[src/rtl/dm_arbiter_if.sv]
// Requester, lock and data-memory signals shared by dm_arbiter and its surroundings.
// slave = arbiter side; master = requesters plus memory side.
interface dm_arbiter_if #(
  parameter int ADDR_W = 32
);
  logic              m0_req;
  logic              m0_we;
  logic [2:0]        m0_size;
  logic [ADDR_W-1:0] m0_addr;
  logic [31:0]       m0_wdata;
  logic              m0_gnt;
  logic              m0_rvalid;
  logic [31:0]       m0_rdata;
  logic              m0_err;

  logic              m1_req;
  logic              m1_we;
  logic [2:0]        m1_size;
  logic [ADDR_W-1:0] m1_addr;
  logic [31:0]       m1_wdata;
  logic              m1_lock;
  logic              m1_gnt;
  logic              m1_rvalid;
  logic [31:0]       m1_rdata;
  logic              m1_err;

  logic [ADDR_W-1:0] dm_address;
  logic [31:0]       dm_data_in;
  logic [2:0]        dm_size;
  logic [31:0]       dm_data_out;

  modport slave (
    input  m0_req, m0_we, m0_size, m0_addr, m0_wdata,
    output m0_gnt, m0_rvalid, m0_rdata, m0_err,
    input  m1_req, m1_we, m1_size, m1_addr, m1_wdata, m1_lock,
    output m1_gnt, m1_rvalid, m1_rdata, m1_err,
    output dm_address, dm_data_in, dm_size,
    input  dm_data_out
  );

  modport master (
    output m0_req, m0_we, m0_size, m0_addr, m0_wdata,
    input  m0_gnt, m0_rvalid, m0_rdata, m0_err,
    output m1_req, m1_we, m1_size, m1_addr, m1_wdata, m1_lock,
    input  m1_gnt, m1_rvalid, m1_rdata, m1_err,
    input  dm_address, dm_data_in, dm_size,
    output dm_data_out
  );
endinterface

[src/rtl/dm_arbiter.sv]
// Two-port data-memory arbiter: gnt 1 cycle after sampled req, read data 1 cycle after gnt; losers hold req.
// Define DM_ARB_ROUND_ROBIN_EN for round-robin ties (default: fixed priority, port 0 wins ties).
module dm_arbiter #(
  parameter int ADDR_W = 32
) (
  input  logic        clk,
  input  logic        reset,
  dm_arbiter_if.slave bus
);

  typedef enum logic {IDLE = 1'b0, ISSUE = 1'b1} state_t;

  state_t            state_q, state_d;
  logic              cmd_port_q, cmd_port_d;
  logic              cmd_we_q, cmd_we_d;
  logic [2:0]        cmd_size_q, cmd_size_d;
  logic [ADDR_W-1:0] cmd_addr_q, cmd_addr_d;
  logic [31:0]       cmd_wdata_q, cmd_wdata_d;
  logic              owner1_q, owner1_d;
  logic              rvalid0_q, rvalid0_d;
  logic              rvalid1_q, rvalid1_d;
  logic [31:0]       rdata0_q, rdata0_d;
  logic [31:0]       rdata1_q, rdata1_d;
`ifdef DM_ARB_ROUND_ROBIN_EN
  logic              ptr_q, ptr_d;
`endif

  logic lock_hold;
  logic pick1;
  logic want0;
  logic want1;
  logic issue;
  logic size_ok;

  always_comb begin
    state_d     = state_q;
    cmd_port_d  = cmd_port_q;
    cmd_we_d    = cmd_we_q;
    cmd_size_d  = cmd_size_q;
    cmd_addr_d  = cmd_addr_q;
    cmd_wdata_d = cmd_wdata_q;
    owner1_d    = owner1_q;
    rvalid0_d   = 1'b0;
    rvalid1_d   = 1'b0;
    rdata0_d    = rdata0_q;
    rdata1_d    = rdata1_q;
`ifdef DM_ARB_ROUND_ROBIN_EN
    ptr_d       = ptr_q;
    pick1       = ptr_q;
`else
    pick1       = 1'b0;
`endif
    // A locked owner beats port 0 outright; otherwise port 1 wins only alone or by tie policy.
    lock_hold = owner1_q & bus.m1_lock;
    want1     = bus.m1_req & (lock_hold | ~bus.m0_req | pick1);
    want0     = bus.m0_req & ~lock_hold;

    case (state_q)
      IDLE: begin
        if (!bus.m1_lock) owner1_d = 1'b0;
        if (want1 || want0) begin
          state_d    = ISSUE;
          cmd_port_d = want1;
          owner1_d   = want1;
`ifdef DM_ARB_ROUND_ROBIN_EN
          ptr_d      = ~want1;
`endif
          if (want1) begin
            cmd_we_d    = bus.m1_we;
            cmd_size_d  = bus.m1_size;
            cmd_addr_d  = bus.m1_addr;
            cmd_wdata_d = bus.m1_wdata;
          end else begin
            cmd_we_d    = bus.m0_we;
            cmd_size_d  = bus.m0_size;
            cmd_addr_d  = bus.m0_addr;
            cmd_wdata_d = bus.m0_wdata;
          end
        end
      end
      ISSUE: begin
        state_d = IDLE;
        if (!cmd_we_q) begin
          if (cmd_port_q) begin
            rvalid1_d = 1'b1;
            rdata1_d  = bus.dm_data_out;
          end else begin
            rvalid0_d = 1'b1;
            rdata0_d  = bus.dm_data_out;
          end
        end
      end
      default: state_d = IDLE;
    endcase
  end

  always_ff @(posedge clk) begin
    if (reset) begin
      state_q     <= IDLE;
      cmd_port_q  <= 1'b0;
      cmd_we_q    <= 1'b0;
      cmd_size_q  <= 3'd0;
      cmd_addr_q  <= '0;
      cmd_wdata_q <= '0;
      owner1_q    <= 1'b0;
      rvalid0_q   <= 1'b0;
      rvalid1_q   <= 1'b0;
      rdata0_q    <= '0;
      rdata1_q    <= '0;
`ifdef DM_ARB_ROUND_ROBIN_EN
      ptr_q       <= 1'b0;
`endif
    end else begin
      state_q     <= state_d;
      cmd_port_q  <= cmd_port_d;
      cmd_we_q    <= cmd_we_d;
      cmd_size_q  <= cmd_size_d;
      cmd_addr_q  <= cmd_addr_d;
      cmd_wdata_q <= cmd_wdata_d;
      owner1_q    <= owner1_d;
      rvalid0_q   <= rvalid0_d;
      rvalid1_q   <= rvalid1_d;
      rdata0_q    <= rdata0_d;
      rdata1_q    <= rdata1_d;
`ifdef DM_ARB_ROUND_ROBIN_EN
      ptr_q       <= ptr_d;
`endif
    end
  end

  // Reset landing mid-ISSUE must suppress the write at that same edge, so gate with it here.
  assign issue   = (state_q == ISSUE) && !reset;
  assign size_ok = cmd_size_q inside {3'd1, 3'd2, 3'd4};

  assign bus.dm_address = issue ? cmd_addr_q : '0;
  assign bus.dm_data_in = issue ? cmd_wdata_q : '0;
  assign bus.dm_size    = (issue && cmd_we_q && size_ok) ? cmd_size_q : 3'd0;

  assign bus.m0_gnt    = issue && !cmd_port_q;
  assign bus.m1_gnt    = issue && cmd_port_q;
  assign bus.m0_err    = issue && !cmd_port_q && cmd_we_q && !size_ok;
  assign bus.m1_err    = issue && cmd_port_q && cmd_we_q && !size_ok;
  assign bus.m0_rvalid = rvalid0_q;
  assign bus.m1_rvalid = rvalid1_q;
  assign bus.m0_rdata  = rdata0_q;
  assign bus.m1_rdata  = rdata1_q;

endmodule
[src/flat_wrapper.sv]
// flat-port wrapper written by rule: the top's interface ports become plain ports
module dm_arbiter_flat 
#(
  parameter int ADDR_W = 32
)
  (clk, reset, bus_m0_req, bus_m0_we, bus_m0_size, bus_m0_addr, bus_m0_wdata, bus_m0_gnt, bus_m0_rvalid, bus_m0_rdata, bus_m0_err, bus_m1_req, bus_m1_we, bus_m1_size, bus_m1_addr, bus_m1_wdata, bus_m1_lock, bus_m1_gnt, bus_m1_rvalid, bus_m1_rdata, bus_m1_err, bus_dm_address, bus_dm_data_in, bus_dm_size, bus_dm_data_out);
  dm_arbiter_if #(.ADDR_W(ADDR_W)) bus_i ();
  input  logic clk;
  input  logic reset;
  input wire logic [$bits(bus_i.m0_req)-1:0] bus_m0_req;
  input wire logic [$bits(bus_i.m0_we)-1:0] bus_m0_we;
  input wire logic [$bits(bus_i.m0_size)-1:0] bus_m0_size;
  input wire logic [$bits(bus_i.m0_addr)-1:0] bus_m0_addr;
  input wire logic [$bits(bus_i.m0_wdata)-1:0] bus_m0_wdata;
  output wire logic [$bits(bus_i.m0_gnt)-1:0] bus_m0_gnt;
  output wire logic [$bits(bus_i.m0_rvalid)-1:0] bus_m0_rvalid;
  output wire logic [$bits(bus_i.m0_rdata)-1:0] bus_m0_rdata;
  output wire logic [$bits(bus_i.m0_err)-1:0] bus_m0_err;
  input wire logic [$bits(bus_i.m1_req)-1:0] bus_m1_req;
  input wire logic [$bits(bus_i.m1_we)-1:0] bus_m1_we;
  input wire logic [$bits(bus_i.m1_size)-1:0] bus_m1_size;
  input wire logic [$bits(bus_i.m1_addr)-1:0] bus_m1_addr;
  input wire logic [$bits(bus_i.m1_wdata)-1:0] bus_m1_wdata;
  input wire logic [$bits(bus_i.m1_lock)-1:0] bus_m1_lock;
  output wire logic [$bits(bus_i.m1_gnt)-1:0] bus_m1_gnt;
  output wire logic [$bits(bus_i.m1_rvalid)-1:0] bus_m1_rvalid;
  output wire logic [$bits(bus_i.m1_rdata)-1:0] bus_m1_rdata;
  output wire logic [$bits(bus_i.m1_err)-1:0] bus_m1_err;
  output wire logic [$bits(bus_i.dm_address)-1:0] bus_dm_address;
  output wire logic [$bits(bus_i.dm_data_in)-1:0] bus_dm_data_in;
  output wire logic [$bits(bus_i.dm_size)-1:0] bus_dm_size;
  input wire logic [$bits(bus_i.dm_data_out)-1:0] bus_dm_data_out;
  assign bus_i.m0_req = bus_m0_req;
  assign bus_i.m0_we = bus_m0_we;
  assign bus_i.m0_size = bus_m0_size;
  assign bus_i.m0_addr = bus_m0_addr;
  assign bus_i.m0_wdata = bus_m0_wdata;
  assign bus_m0_gnt = bus_i.m0_gnt;
  assign bus_m0_rvalid = bus_i.m0_rvalid;
  assign bus_m0_rdata = bus_i.m0_rdata;
  assign bus_m0_err = bus_i.m0_err;
  assign bus_i.m1_req = bus_m1_req;
  assign bus_i.m1_we = bus_m1_we;
  assign bus_i.m1_size = bus_m1_size;
  assign bus_i.m1_addr = bus_m1_addr;
  assign bus_i.m1_wdata = bus_m1_wdata;
  assign bus_i.m1_lock = bus_m1_lock;
  assign bus_m1_gnt = bus_i.m1_gnt;
  assign bus_m1_rvalid = bus_i.m1_rvalid;
  assign bus_m1_rdata = bus_i.m1_rdata;
  assign bus_m1_err = bus_i.m1_err;
  assign bus_dm_address = bus_i.dm_address;
  assign bus_dm_data_in = bus_i.dm_data_in;
  assign bus_dm_size = bus_i.dm_size;
  assign bus_i.dm_data_out = bus_dm_data_out;
  dm_arbiter #(.ADDR_W(ADDR_W)) u_core (.clk(clk), .reset(reset), .bus(bus_i));
endmodule
[config.mk]
export PLATFORM = sky130hd
export DESIGN_NAME = dm_arbiter_flat
export DESIGN_NICKNAME = d
export VERILOG_FILES = /design/src/rtl/dm_arbiter_if.sv /design/src/rtl/dm_arbiter.sv /design/src/flat_wrapper.sv
export SDC_FILE = /design/constraint.sdc
export NUM_CORES = 1
export LEC_CHECK = 0
export ABC_AREA = 1
export CAP_MARGIN = 20
export CORE_UTILIZATION = 35
export DETAILED_ROUTE_END_ITERATION = 8
export PLACE_DENSITY = 0.69
export SYNTH_ARGS = -nofsm -noshare
export SYNTH_HDL_FRONTEND = slang
export SYNTH_SLANG_ARGS = --single-unit
[constraint.sdc]
create_clock -name clk -period 1.8 [get_ports clk]
set_clock_uncertainty 0.05 [all_clocks]
set_input_delay 0.36 -clock clk [delete_from_list [all_inputs] [get_ports clk]]
set_output_delay 0.36 -clock clk [all_outputs]
set_load 0.03 [all_outputs]
* Word-level counts from Yosys, hierarchy flattened
Cells that the tools add are included.
Widths: inputs -> output; s select.
** Storage, ports and cells
- Register bits after elaboration :: 137
- Bits in latches :: 0
- RAM bits :: 0
- Bits in read-only memories :: 0
- Input bits :: 173
- Output and inout port bits :: 137
- Word-level logic and storage cells :: 56
- Memories :: 0
** Cells by class
- Add/subtract/negate cells :: 0
- $mul :: 0
- Divide/modulo/power cells :: 0
- $lt $le $gt $ge :: 0
- Equal/unequal tests :: 4
- Shift-type cells :: 0
- Muxes and demuxes :: 13
- Bitwise gates (word level) :: 9
- Reductions and logical operators :: 19
** Operators by type and width (number)
- $mux 32 :: 4
- $logic_and 1x1->1 :: 9
- $mux 1 :: 6
- $mux 3 :: 2
- $reduce_and 3->1 :: 2
- $not 1->1 :: 5
- $reduce_and 2->1 :: 2
- $and 1x1->1 :: 3
- $eq 3x1->1 const B :: 1
- $eq 3x2->1 const B :: 1
- $eq 3x3->1 const B :: 1
- $logic_not 1->1 :: 3
- $reduce_bool 3->1 :: 1
- $reduce_or 3->1 :: 1
- $ne 2x1->1 const B :: 1
- $pmux 1 s2 :: 1
- $logic_or 1x1->1 :: 1
- $or 1x1->1 :: 1

* Longest topological paths before layout
Gate-level depths: netlist (run 1).
- Depth in word-level cells :: 6
- Depth in mapped cells :: 9
- Depth with buffers taken out :: 7

* Least setup slack after synthesis (run 1)
OpenSTA, ideal clock, no wires.
- Path type :: register to output
- Start :: register u_core.state_q
- End :: output port bus_dm_size[2]
- Arrival time :: 1744 ps
- Data required time :: 1390 ps
- Path slack :: -354 ps
- Cell stages (with the launch flop) :: 7
- Buffers on the path :: 2
- Cells stage by stage :: dfxtp_1 > inv_2 > buf_2 > nor2_4 > inv_2 > buf_4 > nor4_1
** On the way
- Word-level cells in the longest chain between the ends :: 4
** Ends and longest elaborated chain
- from (decl) :: line dm_arbiter.sv:13 : state_t state_q, state_d;
- from (signal assigned) :: line dm_arbiter.sv:114 : state_q <= state_d;
- $logic_and 1x1->1 :: line dm_arbiter.sv:132 : assign issue = (state_q == ISSUE) && !reset;
- $logic_and 1x1->1 (2 in a row) :: line dm_arbiter.sv:137 : assign bus.dm_size = (issue && cmd_we_q && size_ok) ? cmd_size_q : 3'd0;
- $mux 3 :: line dm_arbiter.sv:137
- to (decl) :: line flat_wrapper.sv:31 : output wire logic [$bits(bus_i.dm_size)-1:0] bus_dm_size;
Every way passes these cells.

* Worst setup path after layout (run 1)
- Start :: register u_core.state_q
- End :: output port bus_dm_address[2]
** On the way
- Word-level cells in the longest chain between the ends :: 2
** Ends and longest elaborated chain
- $logic_and 1x1->1 :: line dm_arbiter.sv:132
- $mux 32 :: line dm_arbiter.sv:135 : assign bus.dm_address = issue ? cmd_addr_q : '0;
- to (decl) :: line flat_wrapper.sv:29 : output wire logic [$bits(bus_i.dm_address)-1:0] bus_dm_address;
Every way passes these cells.

==> results of run 1 <==
final cells by class:
| type | count | area share [%] |
|---|---|---|
| repair buffers | 349 | 31.4 |
| multi-input cells | 731 | 29.4 |
| flip-flops and latches | 137 | 24.7 |
| inverters | 179 | 6.07 |
| clock buffers | 17 | 3.82 |
| well taps | 265 | 2.98 |
| clock inverters | 15 | 1.69 |
| diodes | 2 | 0.0449 |
Yosys cell counts:
cell type	n
sky130_fd_sc_hd__nor2_1	336
sky130_fd_sc_hd__inv_1	174
sky130_fd_sc_hd__nand2_1	144
sky130_fd_sc_hd__nand3_1	142
sky130_fd_sc_hd__dfxtp_1	137
sky130_fd_sc_hd__o21ai_0	65
sky130_fd_sc_hd__buf_2	47
sky130_fd_sc_hd__a21oi_1	34
sky130_fd_sc_hd__clkbuf_1	15
sky130_fd_sc_hd__buf_4	9
sky130_fd_sc_hd__buf_6	5
sky130_fd_sc_hd__inv_2	5
sky130_fd_sc_hd__nand2_2	3
sky130_fd_sc_hd__buf_1	2
sky130_fd_sc_hd__nor3_1	2
sky130_fd_sc_hd__nand2_4	1
sky130_fd_sc_hd__nor2_2	1
sky130_fd_sc_hd__nor2_4	1
sky130_fd_sc_hd__nor3_4	1
sky130_fd_sc_hd__nor4_1	1
cells by family (layout without fill, tap and decap cells):
logic type             Yosys count  in the layout  synth area share, %
DFF                            137            137                 39.6
AOI/OAI and AO/OA               99             99                 7.15
other                            0              2                    0
and+or+nand+nor                632            632                 37.4
buffers and inverters          257            560                 15.8
power breakdown:
part	switching [mW]	total [mW]	internal (mW)
logic	1.26	2.23	0.970
registers	0.0871	3.38	3.29
clock network	1.45	3.66	2.21
worst max-delay path, cell delays in order, from the launching register on:
cell and delay (ns):
sky130_fd_sc_hd__dfxtp_2 0.33, sky130_fd_sc_hd__inv_2 0.05, sky130_fd_sc_hd__nor2_4 0.12, sky130_fd_sc_hd__inv_4 0.09, sky130_fd_sc_hd__buf_12 0.15, sky130_fd_sc_hd__buf_12 0.14
sky130_fd_sc_hd__nor2_4 0.08, sky130_fd_sc_hd__buf_6 0.13
worst paths after layout:
path                                 from                       to  depth (start not counted)
hold / removal                 bus_m1_req          u_core.cmd_we_q                          5
hold reg to reg   u_core.bus.m1_rdata[27]  u_core.bus.m1_rdata[27]                          2
setup / recovery           u_core.state_q        bus_dm_address[2]                          7
setup reg to reg           u_core.state_q   u_core.bus.m0_rdata[2]                          7
flip-flops by register name (all words and copies together), names as in the netlist:
signal / flops
u_core.cmd_port_q: 1
u_core.owner1_q: 1
u_core.state_q: 1
u_core.cmd_wdata_q: 32
u_core.bus.m0_rvalid: 1
u_core.cmd_we_q: 1
u_core.cmd_addr_q: 32
u_core.bus.m1_rdata: 32
u_core.cmd_size_q: 3
u_core.bus.m0_rdata: 32
u_core.bus.m1_rvalid: 1
routing by layer:
metal	up-vias	track usage (%)
met5	-	0
met4	0	9.96
met3	37	8.15
met2	262	36.0
met1	3320	27.5
li1	3978	-
stage by stage:
| stage | TNS (ns) | setup WS, ns | instances |
|---|---|---|---|
| finish | -4.19 | -0.120 | 1695 |
| global placement | -14.45 | -0.150 | 1653 |
| floorplan | 0 | 0.00429 | 1125 |
| global route | -9.06 | -0.188 | 1694 |
| CTS | -6.08 | -0.144 | 1690 |
| detailed placement | -16.34 | -0.204 | 1653 |
timing repair:
action                                  4_1_cts  5_1_grt
pin swaps                                     3        3
endpoints found under the setup margin      135       71
buffers inserted                              4        3
gates cloned                                  1        0
gates resized for setup                     116       42
==> impl_summary.txt, run 1 <==
----------------------------------------------------
[Placed design]
  Instance area at placement ... 10200 um2
  Placed wire-length estimate ... 15800 um
  Routability-driven placement congestion ratio ... 0.816
  Port Buffer Count ... 309

[Setup path]
  Required time worst endpoint ... 1.39 ns
  Worst setup slack for register-to-register paths ... 0.20 ns
  Arrival time at the worst endpoint ... 1.51 ns
  Highest fanout seen on the critical path ... 7
  Crit end category ... output pin
  Worst Path Class, Setup ... register to output pin
  Startpoint Class ... register

[Layout]
  Number of inserted filler cells in the final layout ... 1899
  Total number of nets in the final design ... 1588
  Layout cell share with drive strength beyond 1 ... 14.1%
  Total area of multi-input combinational cells ... 3270 um2
  Synth-to-Final Area Change ... 60.8%
  Seq. cell area ... 2750 um2
  Post-route standard cell area excluding fillers ... 11100 um2
  Final core utilization ... 57.4%
  Commonest non-fill, non-tap cell in the layout ... sky130_fd_sc_hd__nor2_1
  Most frequent cells in the layout ... sky130_fd_sc_hd__nor2_1 (309), sky130_fd_sc_hd__clkdlybuf4s50_1 (170), sky130_fd_sc_hd__inv_1 (167), sky130_fd_sc_hd__nand2_1 (142), sky130_fd_sc_hd__nand3_1 (139)

[Yosys]
  Cell count after synthesis ... 1125
  Synth warn ... 0
  Number of distinct library cells after synthesis ... 20
  Cell types occupying the most area after synthesis ... sky130_fd_sc_hd__dfxtp_1 (40%), sky130_fd_sc_hd__nor2_1 (18%), sky130_fd_sc_hd__nand3_1 (10%)
  Mean Syn Cell Area ... 6.16 um2
  Post-synthesis instance area ... 6930 um2
  Cell type with the highest aggregate area in the netlist ... sky130_fd_sc_hd__dfxtp_1
  Synth Net Count ... 1298
  Portion of the post-synthesis area used by sequential elements ... 39.6%
  Synthesized flop and latch total ... 137
  Synth top area share ... 39.6%

[Route]
  Top routing layer used ... met4
  Vias/cell ... 4.48
  Residual DRC count ... 0
  Final routed wire length divided by cell count ... 13.8 um
  Met3 wire length ... 2270 um
  Residual antenna-violating net count after detailed routing ... 0
  DRT iter0 DRCs ... 341
  Met1 layer wirelength in the final routing ... 9900 um
  Total routed wirelength ... 23400 um
  Via count ... 7597
  Metal2 WL ... 10600 um
  First-pass iteration count of the detailed router ... 4

[Floorplan]
  Row cnt ... 51
  Boundary Pins ... 310
  Die extent in y ... 143 um
  Die area ... 20400 um2
  Starting density of the core ... 35.7%
  Die Wd ... 143 um
  Core ar. ... 19400 um2

[Clocking]
  TritonCTS clock tree ... built
  Buffers from clock root to sink, at most ... 2
  Number of buffers created by CTS ... 17
  Clock sink total ... 137
  H-tree levels ... 4
  Clock-pin transition on the worst setup and hold timing paths ... 0.06 ns
  CTS root buffer ... sky130_fd_sc_hd__clkbuf_16
  Post-CTS Hold Fix Bufs ... 0
  Latest clock arrival within the worst-skew pair ... 0.42 ns

[Min path]
  Hold Crit Class ... input port to register

[GRT]
  Number of antenna violations at the first check in global routing ... 2
  GRT Resource Usage Total ... 22.7%
  Vias in the first global route ... 6804
  Global-route wire length before repair ... 35600 um
  Largest net degree at the start of global routing ... 68
  Overflow after GRT ... 0

[Run status]
  Failing checks ... setup timing
  Result of the run ... finished with violations

[Timing]
  Unrepaired setup endpoints after global routing ... yes
  Worst Hold Margin ... 0.343 ns
  Hold Fails Final Rpt ... 0
  Min Tclk post-route ... 1.92 ns
  Transition at the pin with the smallest max-transition slack ... 0.761 ns
  Final setup violation count ... 69
  Final worst setup slack ... -0.120 ns
  Period utilisation layout ... 107%
  Fin. max-slew vios ... 0
  Upper clock frequency limit ... 521 MHz
  Relative slew margins ... 49.2%

[Power and ir drop]
  Power density over cell area ... 833 nW/um2
  Lkg Pwr ... 5.45 nW
  Peak supply drop ... 0.617 mV
  Overall power consumption ... 9.28 mW

[Flow run]
  Number of maximum-capacitance violations ... 0

----------------------------------------------------
No activity file was read; power rests on OpenSTA's default activity.
==> run 2, diff against run 1 <==
CELL_PAD_IN_SITES_DETAIL_PLACEMENT = 0   (was not set)
CELL_PAD_IN_SITES_GLOBAL_PLACEMENT = 2   (was not set)
CORE_UTILIZATION = 21   (was 35)
PLACE_DENSITY = not set   (was 0.69)
PLACE_DENSITY_LB_ADDON = 0.1   (was not set)
==> run 2 against run 1 <==
The run still ends with setup timing left. Sequential power about the same. Worst hold slack better by 0.047 ns. Cell area is 3.6% higher. Largest power group unchanged. Register-to-register slack improved by 0.05 ns.
==> impl_summary.txt, run 2 (synthesized netlist as in run 1, its figures left out) <==
----------------------------------------------------
[Timing]
  Transition at the pin with the smallest max-transition slack ... 0.429 ns
  Final worst setup slack ... -0.186 ns
  Relative slew margins ... 71.4%
  Min Tclk post-route ... 1.99 ns
  Period utilisation layout ... 110%
  Hold Fails Final Rpt ... 0
  Final setup violation count ... 71
  Unrepaired setup endpoints after global routing ... yes
  Upper clock frequency limit ... 503 MHz
  Worst Hold Margin ... 0.390 ns
  Fin. max-slew vios ... 0

[Floorplan]
  Die area ... 33700 um2
  Starting density of the core ... 21.3%
  Core ar. ... 32500 um2
  Row cnt ... 66
  Die Wd ... 184 um
  Die extent in y ... 184 um
  Boundary Pins ... 310

[Route]
  Residual antenna-violating net count after detailed routing ... 0
  First-pass iteration count of the detailed router ... 6
  Total routed wirelength ... 28200 um
  Final routed wire length divided by cell count ... 14.9 um
  Via count ... 7569
  Vias/cell ... 4.00
  DRT iter0 DRCs ... 228
  Residual DRC count ... 0

[GRT]
  Global-route wire length before repair ... 42800 um
  Number of antenna violations at the first check in global routing ... 3
  Layer with the highest usage ... met2
  GR Util met1 ... 20.7%
  Vias in the first global route ... 7468
  Met2 usage ... 27.2%
  Met3 Use GR ... 6.64%
  Largest net degree at the start of global routing ... 47
  Overflow after GRT ... 0
  GRT Resource Usage Total ... 16.8%

[Power and ir drop]
  Clock power share ... 38.7%
  Net switching share of the total power ... 32.5%
  Power density over cell area ... 810 nW/um2
  Lkg Pwr ... 5.55 nW
  Switching power summed over all nets ... 3.04 mW
  Part of the total power dissipated in combinational logic ... 25.2%
  Peak supply drop ... 0.621 mV
  Register share of total power ... 36.1%
  Internal power summed over all cells ... 6.31 mW

[Setup path]
  Highest fanout seen on the critical path ... 10
  Worst Path Class, Setup ... register to output pin
  Startpoint Class ... register
  Arrival time at the worst endpoint ... 1.58 ns
  Worst setup path startpoint ... u_core.state_q
  Crit end category ... output pin
  Largest delay share family, worst path ... buffers and inverters
  Crit path buffers/inverters ... 4
  Slowest CP cell ... sky130_fd_sc_hd__dfxtp_2
  Slowest stage delay, CP ... 0.35 ns
  Reg2Reg Launch Point ... u_core.state_q
  Required time worst endpoint ... 1.39 ns
  Series of cell instances along the critical path ... inv_4 -> nor2_4 -> inv_6 -> buf_12 -> nor4_4 -> buf_6

[Placed design]
  Placed wire-length estimate ... 19600 um
  Port Buffer Count ... 309
  Instance area at placement ... 10600 um2
  Routability-driven placement congestion ratio ... 0.717

[Clocking]
  Buffers from clock root to sink, at most ... 2
  CTS root buffer ... sky130_fd_sc_hd__clkbuf_16
  TritonCTS clock tree ... built
  H-tree levels ... 4
  Post-CTS Hold Fix Bufs ... 0
  Clock-pin transition on the worst setup and hold timing paths ... 0.07 ns
  Number of buffers created by CTS ... 17
  Clock sink total ... 137
  Latest clock arrival within the worst-skew pair ... 0.44 ns

[Layout]
  Layout cell share with drive strength beyond 1 ... 15.1%
  Most frequent cells in the layout ... sky130_fd_sc_hd__nor2_1 (317), sky130_fd_sc_hd__clkdlybuf4s50_1 (170), sky130_fd_sc_hd__inv_1 (166), sky130_fd_sc_hd__nand2_1 (140), sky130_fd_sc_hd__nand3_1 (138)
  Number of inserted filler cells in the final layout ... 3622
  Total number of nets in the final design ... 1608
  Commonest non-fill, non-tap cell in the layout ... sky130_fd_sc_hd__nor2_1
  Total area of multi-input combinational cells ... 3290 um2
  Post-route standard cell area excluding fillers ... 11500 um2
  Seq. cell area ... 2750 um2
  Synth-to-Final Area Change ... 66.6%

[Flow run]
  Number of maximum-capacitance violations ... 0

[Min path]
  Hold Crit Class ... register to register
  Origin of the worst min-delay path ... u_core.bus.m1_rdata[28]

[Run status]
  Failing checks ... setup timing
  Result of the run ... finished with violations

----------------------------------------------------
-- run 2: changes by cell type in the layout (fill, tap and decap cells not counted), moves of 2 or more --
cell,previous run,this run
sky130_fd_sc_hd__buf_12,18,22
sky130_fd_sc_hd__buf_4,59,83
sky130_fd_sc_hd__buf_6,33,25
sky130_fd_sc_hd__bufinv_16,3,1
sky130_fd_sc_hd__clkinv_2,3,0
sky130_fd_sc_hd__inv_6,5,8
sky130_fd_sc_hd__inv_8,1,3
sky130_fd_sc_hd__nand2_1,142,140
sky130_fd_sc_hd__nand2_2,4,6
sky130_fd_sc_hd__nor2_1,309,317
sky130_fd_sc_hd__nor2_2,17,4
sky130_fd_sc_hd__nor2_4,12,17
-- run 2: worst register-to-register path: cells and delay by family, from the launching register on --
| kind | cells | cell delay (ns) |
|---|---|---|
| buffers and inverters | 4 | 0.71 |
| AND/OR/NAND/NOR | 2 | 0.24 |
| AO/OA/AOI/OAI | 1 | 0.15 |
| flip-flops | 1 | 0.35 |
-- run 2: layer usage --
layer / part of all wire [%] / vias to the layer above
li1: - / 4023
met1: 44 / 3329
met2: 47 / 200
met3: 8.4 / 15
met4: 1.0 / 2
met5: 0.046 / -
-- run 2: power by group through the flow --
stage | clock, mW | sequential (mW) | combinational (mW)
6_report | 3.61 | 3.37 | 2.36
5_1_grt | 3.87 | 3.40 | 2.61
4_1_cts | 3.77 | 3.38 | 2.38
3_5_place_dp | 0 | 3.44 | 2.33
3_3_place_gp | 0 | 3.44 | 2.34
2_1_floorplan | 0 | 3.61 | 1.06
-- run 2: final cells by class --
type                            count  share of cell area (%)
Sequential cell                   137                    23.8
Clock inverter                     14                    1.29
Multi-Input combinational cell    731                    28.6
Tap cell                          442                    4.79
Inverter                          179                    5.91
Clock buffer                       18                    3.81
Timing Repair Buffer              369                    31.8
Antenna cell                        2                  0.0434
-- run 2: stage by stage --
stage	util [%]	power (mW)	cells	TNS, ns	setup slack, ns
after global placement	32.7	5.78	1844	-14.57	-0.287
after CTS	35.2	9.53	1886	-11.49	-0.230
after floorplan	-	4.67	1125	0	0.00429
final	35.5	9.35	1892	-9.30	-0.186
after global routing	35.5	9.89	1891	-16.46	-0.270
after detailed placement	32.7	5.77	1844	-15.56	-0.294
-- run 2: worst paths after layout --
kind                              to  slack [ns]  cells after the start
max reg2reg  u_core.bus.m0_rdata[24]        0.25                      7
max                   bus_dm_size[2]       -0.19                      6
min reg2reg  u_core.bus.m1_rdata[28]        0.39                      2
min          u_core.bus.m1_rdata[28]        0.39                      2
-- run 2: timing repair --
item	4_1_cts	5_1_grt
pin swaps	2	4
setup endpoints to repair	137	71
resized for setup	129	25
buffers inserted	9	4
endpoints found under the hold margin	0	0
cloned	1	0
